`config.mk`:
```
export PLATFORM = sky130hd
export DESIGN_NAME = seq_remultiplier
export DESIGN_NICKNAME = d
export VERILOG_FILES = /design/src/rtl/div_pkg.sv /design/src/rtl/remult_add.sv /design/src/rtl/seq_remultiplier.sv
export SDC_FILE = /design/constraint.sdc
export NUM_CORES = 1
export LEC_CHECK = 0
export CAP_MARGIN = 20
export CORE_MARGIN = 1.5
export CORE_UTILIZATION = 56
export CTS_CLUSTER_SIZE = 8
export DETAILED_ROUTE_END_ITERATION = 16
export PLACE_DENSITY = 0.83
export SETUP_SLACK_MARGIN = 0.2
export SYNTH_ARGS = -nofsm -noshare
export SYNTH_HDL_FRONTEND = slang
export SYNTH_SLANG_ARGS = --single-unit
```
`constraint.sdc`:
```
create_clock -name clk -period 6.1 [get_ports clk]
set_clock_uncertainty 0.2 [all_clocks]
set_input_delay 1.83 -clock clk [delete_from_list [all_inputs] [get_ports clk]]
set_output_delay 1.83 -clock clk [all_outputs]
set_load 0.005 [all_outputs]
```
`src/rtl/div_pkg.sv`:
```
// ----------------------------------------------------------------------------
// div_pkg
// Shared definitions for the sequential remultiplier (dividend reconstruction
// R_0 = Q*D + R_n1 from the outputs of a restoring/non-restoring divider).
//   QW : quotient width           DW : divisor width
//   RW : remainder width          PW : product/result width
//   NW : dividend width; results at or above 2**NW are flagged as overflow
//   state_t : control FSM state encoding
// ----------------------------------------------------------------------------
package div_pkg;

    localparam int QW = 4;
    localparam int DW = 3;
    localparam int RW = 4;
    localparam int PW = 7;
    localparam int NW = 6;

    typedef enum logic [1:0] {
        IDLE = 2'd0,
        RUN  = 2'd1,
        DONE = 2'd2
    } state_t;

endpackage

```
`src/rtl/remult_add.sv`:
```
// ----------------------------------------------------------------------------
// remult_add
// Combinational shifted-addend adder for one multiply step:
//   o_acc = i_acc + (i_bit ? (i_dreg << i_shift) : 0), all PW bits wide.
// Ports:
//   i_acc   [PW-1:0] running accumulator
//   i_dreg  [DW-1:0] divisor
//   i_bit            quotient bit selecting whether the divisor is added
//   i_shift [SW-1:0] weight of that quotient bit
//   o_acc   [PW-1:0] next accumulator value
// ----------------------------------------------------------------------------
module remult_add #(
    parameter int PW = 7,
    parameter int DW = 3,
    parameter int SW = 2
) (
    input  logic [PW-1:0] i_acc,
    input  logic [DW-1:0] i_dreg,
    input  logic          i_bit,
    input  logic [SW-1:0] i_shift,
    output logic [PW-1:0] o_acc
);

    logic [PW-1:0] w_addend;

    // Select the weighted divisor or zero for this step.
    always_comb begin
        w_addend = {PW{1'b0}};
        if (i_bit) begin
            w_addend = PW'(i_dreg) << i_shift;
        end else begin
            w_addend = {PW{1'b0}};
        end
    end

    assign o_acc = i_acc + w_addend;

endmodule

```
`src/rtl/seq_remultiplier.sv`:
```
// ----------------------------------------------------------------------------
// seq_remultiplier
// Rebuilds the dividend R_0 = Q*D + R_n1 with one shift-and-add step per
// quotient bit, MSB first. Accept on edge k -> out_valid after edge k+QW.
// Result is held in DONE until out_ready; the next operand set can be taken
// only once the block is back in IDLE.
// Ports:
//   clk, rst_n          clock, asynchronous active-low reset
//   in_valid / in_ready operand handshake (in_ready high only in IDLE)
//   Q [QW-1:0]          quotient, Q[QW-1] is the most significant bit
//   D [DW-1:0]          divisor
//   R_n1 [RW-1:0]       remainder
//   out_valid/out_ready result handshake
//   R_0 [PW-1:0]        reconstructed dividend
//   ovf                 result >= 2**NW
// Configuration:
//   REMULT_OVF_CHECK_EN defined   : ovf is the registered (acc >= 2**NW) flag
//   REMULT_OVF_CHECK_EN undefined : ovf tied low, no compare logic
// ----------------------------------------------------------------------------
module seq_remultiplier #(
    parameter int QW = div_pkg::QW,
    parameter int DW = div_pkg::DW,
    parameter int RW = div_pkg::RW,
    parameter int PW = div_pkg::PW
) (
    input  logic          clk,
    input  logic          rst_n,
    input  logic          in_valid,
    output logic          in_ready,
    input  logic [QW-1:0] Q,
    input  logic [DW-1:0] D,
    input  logic [RW-1:0] R_n1,
    output logic          out_valid,
    input  logic          out_ready,
    output logic [PW-1:0] R_0,
    output logic          ovf
);

    localparam int CW = (QW > 1) ? $clog2(QW) : 1;

    div_pkg::state_t r_state;
    logic [PW-1:0]   r_acc;
    logic [QW-1:0]   r_qreg;
    logic [DW-1:0]   r_dreg;
    logic [CW-1:0]   r_cnt;
    logic            r_in_ready;
    logic            r_out_valid;
    logic [PW-1:0]   r_R_0;
    logic [PW-1:0]   w_acc_next;
    logic            w_qbit;
    logic            w_last_step;

    assign w_qbit      = r_qreg[r_cnt];
    assign w_last_step = (r_state == div_pkg::RUN) && (r_cnt == {CW{1'b0}});

    remult_add #(
        .PW (PW),
        .DW (DW),
        .SW (CW)
    ) u_add (
        .i_acc   (r_acc),
        .i_dreg  (r_dreg),
        .i_bit   (w_qbit),
        .i_shift (r_cnt),
        .o_acc   (w_acc_next)
    );

    // Control FSM with datapath registers and registered handshake outputs.
    always_ff @(posedge clk or negedge rst_n) begin
        if (!rst_n) begin
            r_state     <= div_pkg::IDLE;
            r_acc       <= {PW{1'b0}};
            r_qreg      <= {QW{1'b0}};
            r_dreg      <= {DW{1'b0}};
            r_cnt       <= {CW{1'b0}};
            r_in_ready  <= 1'b1;
            r_out_valid <= 1'b0;
            r_R_0       <= {PW{1'b0}};
        end else begin
            case (r_state)
                div_pkg::IDLE: begin
                    if (in_valid && r_in_ready) begin
                        r_acc      <= PW'(R_n1);
                        r_qreg     <= Q;
                        r_dreg     <= D;
                        r_cnt      <= CW'(QW - 1);
                        r_in_ready <= 1'b0;
                        r_state    <= div_pkg::RUN;
                    end else begin
                        r_in_ready <= 1'b1;
                    end
                end
                div_pkg::RUN: begin
                    r_acc <= w_acc_next;
                    if (r_cnt == {CW{1'b0}}) begin
                        // Final step: publish the sum produced this cycle.
                        r_R_0       <= w_acc_next;
                        r_out_valid <= 1'b1;
                        r_state     <= div_pkg::DONE;
                    end else begin
                        r_cnt <= r_cnt - CW'(1);
                    end
                end
                div_pkg::DONE: begin
                    if (out_ready) begin
                        r_out_valid <= 1'b0;
                        r_in_ready  <= 1'b1;
                        r_state     <= div_pkg::IDLE;
                    end else begin
                        r_out_valid <= 1'b1;
                    end
                end
                default: begin
                    r_out_valid <= 1'b0;
                    r_in_ready  <= 1'b1;
                    r_state     <= div_pkg::IDLE;
                end
            endcase
        end
    end

`ifdef REMULT_OVF_CHECK_EN
    localparam logic [PW-1:0] OVF_LIM = PW'(1 << div_pkg::NW);

    logic r_ovf;

    // Overflow flag captured together with the result.
    always_ff @(posedge clk or negedge rst_n) begin
        if (!rst_n) begin
            r_ovf <= 1'b0;
        end else if (w_last_step) begin
            r_ovf <= (w_acc_next >= OVF_LIM);
        end else begin
            r_ovf <= r_ovf;
        end
    end

    assign ovf = r_ovf;
`else
    assign ovf = 1'b0;
`endif

    assign in_ready  = r_in_ready;
    assign out_valid = r_out_valid;
    assign R_0       = r_R_0;

endmodule

```
==> metrics <==
status=completed; total number of vias=1264; Sw Ratio=42.0%; logic gate share of total power=56.0%; top cell family by delay on the critical path=flip-flops; commonest non-fill, non-tap cell in the layout=dfrtp_1; fraction of layout cells with a size suffix above 1=13.0%; internal reg-to-reg setup slack=3290 ps; PortBufs=23; Max Fanout on Critical Path=6; nets=213; CTS Root Cell=clkbuf_4; syn_area_per_cell=9.89 µm²; Setup CP Type=flop to output pin; die height=56.5 µm; final setup violating endpoints=0; Die W=56.5 µm; Yosys reg bits=27; largest net degree at the start of global routing=28; worst min-delay path startpoint=R_0[1]$_DFFE_PN0P_; Fillers=218; Mapped Nets=189; Initial Util=58.6%; reg2reg start=r_cnt[0]$_DFFE_PN0P_; first-pass iteration count of the detailed router=4; multi-input logic area=857 µm²; first-pass GRT wire length=5400 µm; gpl congestion=0.843; PostCTS Resize Cnt=0; Worst EP arrival=1460 ps; Least-Margin Pin Slew=731 ps; f_max=0.286 GHz; # diodes=0; core area=2730 µm²; # H-tree levels=1; Startpoint Class=flop; PD cells=501 nW/µm²; worst min-delay path class=flop to flop; Total Power=942 µW; Psw=395 µW; post-route minimum period=3490 ps; Hold Fails Final Rpt=0; DR DRC count=0; vias per inst=5.85; TritonCTS clock tree=done; slowest CP cell=dfstp_2; Worst Setup End Kind=output pin; Max Slew Vio Count=0; commonest cells after routing, fill and taps aside=dfrtp_1, clkdlybuf4s50_1, nand2_1; area occupied by registers=677 µm²; Post-Syn Area=1600 µm²; reg2reg path depth=7; Yosys warnings=0; Final HPWL DP=2430 µm; R2R Path End=r_acc[4]$_DFFE_PN0P_; Yosys cell types=38; CTS Buffer Depth=2; register area share after synthesis=42.3%; static leakage=0.000844 µW; clock power share=8.5%; Initial DRC Count=48; Setup TNS Final=0 ps; total wire length=3260 µm; max incr delay on CP=610 ps; Max IR drop VDD=397 µV; Std-Cell Rows=19; crit-path cells=clkdlybuf4s50_1; Hold EP=R_0[1]$_DFFE_PN0P_; Int Pwr=546 µW; dominant cell type by area after synthesis=dfrtp_1; Synth area leaders=dfrtp_1, ha_1, mux2_2, o21ai_0, nand2_1; # IOs=25; gr usage total=21.6%; vias in the first global route=1202; Routed WL per cell=15.1 µm; setup bufs post-CTS=0; Final ANT Viol Nets=0; RSZ-0062 raised after global routing=false; Overflow after GRT=0; Max Cap Viol=0; post-synth top area share=40.6%; WHS Path Cells=2; Reg clk slew, reported paths=150 ps; Critical Path RT=4070 ps; Reg power frac=35.5%; Clk Latency, worst-skew pair=330 ps; Hold Buf Count CTS=0; Clock Sinks=27; Die ar.=3190 µm²; cts bufs inserted=3; cell count after synthesis=162; Rel. slew slack=50.7%; initial antenna violation count=0; area delta synth->final=17.4%; Final Cycle Share=57.3%; CP Buf/Inv Count=1
## cell usage after synthesis (all sizes together)
library cell and number:
a211o 4, a21bo 1, a21boi 2, a21o 2, a21oi 10, a22oi 1, a31o 1, a31oi 2
a32o 1, and2 3, and4 2, buf 4, clkbuf 2, conb 1, dfrtp 26, dfstp 1
fa 1, ha 11, inv 10, mux2 12, mux2i 2, mux4 1, nand2 19, nand3 9
nand4 4, nor2 5, nor2b 3, nor3 1, nor3b 1, o2111ai 1, o21a 1, o21ai 15
or3 1, xnor2 1, xor2 1
## kinds of logic after synthesis
kind of cell,count (synthesis),share of synthesized area (%)
xor+xnor,2,1.09
other cells,1,0.234
fa+ha+maj,12,9.84
flops,27,42.3
compound gates,41,16.2
buf+inv,16,4.22
mux,15,11.1
simple gates,48,15.1
## layer usage
metal / GRT usage, % / wire length, µm / part of all wire (%)
met1: 29.6 / 1460 / 45
met2: 35.9 / 1620 / 50
met3: 2.53 / 145 / 4.5
met4: 6.12 / 34 / 1.0
met5: 0 / 0 / 0
## worst max-delay path by stage
stage,from,endpoint,slack [ps],depth (start not counted)
floorplan,in_valid,r_state[0]$_DFFE_PN0P_,3360,3
global placement,in_valid,r_acc[6]$_DFFE_PN0P_,2520,5
global route,in_ready$_DFFE_PN1P_,in_ready,2560,1
CTS,in_ready$_DFFE_PN1P_,in_ready,2600,1
finish,in_ready$_DFFE_PN1P_,in_ready,2610,1
detailed placement,in_valid,r_acc[6]$_DFFE_PN0P_,2450,5
## through the flow
stage | area, µm² | std cells | utilization (%) | setup slack, ps | hold WS (ps)
4_1_cts | 1880 | 215 | 68.6 | 2600 | 295
5_1_grt | 1880 | 216 | 68.8 | 2560 | 339
3_3_place_gp | 1850 | 211 | 67.6 | 2520 | 258
6_report | 1880 | 216 | 68.8 | 2610 | 295
3_5_place_dp | 1850 | 211 | 67.6 | 2450 | 261
2_1_floorplan | 1600 | 162 | - | 3360 | 256
## registers in the layout, indices dropped and copies added (netlist names)
signal and count:
R_0 7, r_acc 7, r_qreg 4, r_dreg 3, r_cnt 2, r_state 2, in_ready 1, out_valid 1
## power groups by stage
stage,Clock (µW),Combinational (µW),Sequential (µW)
CTS,81.4,523,333
finish,80.1,527,334
floorplan,0,384,317
global placement,0,500,332
global route,85.7,586,347
detailed placement,0,519,338
## final cells by class
class,instances,area share (%)
clock inverters,1,0.266
multi-input cells,119,45.6
clock buffers,3,1.20
repair buffers,25,12.9
flip-flops and latches,27,36.0
well taps,31,2.06
inverters,10,2.00
No activity file was read; power rests on OpenSTA's default activity.
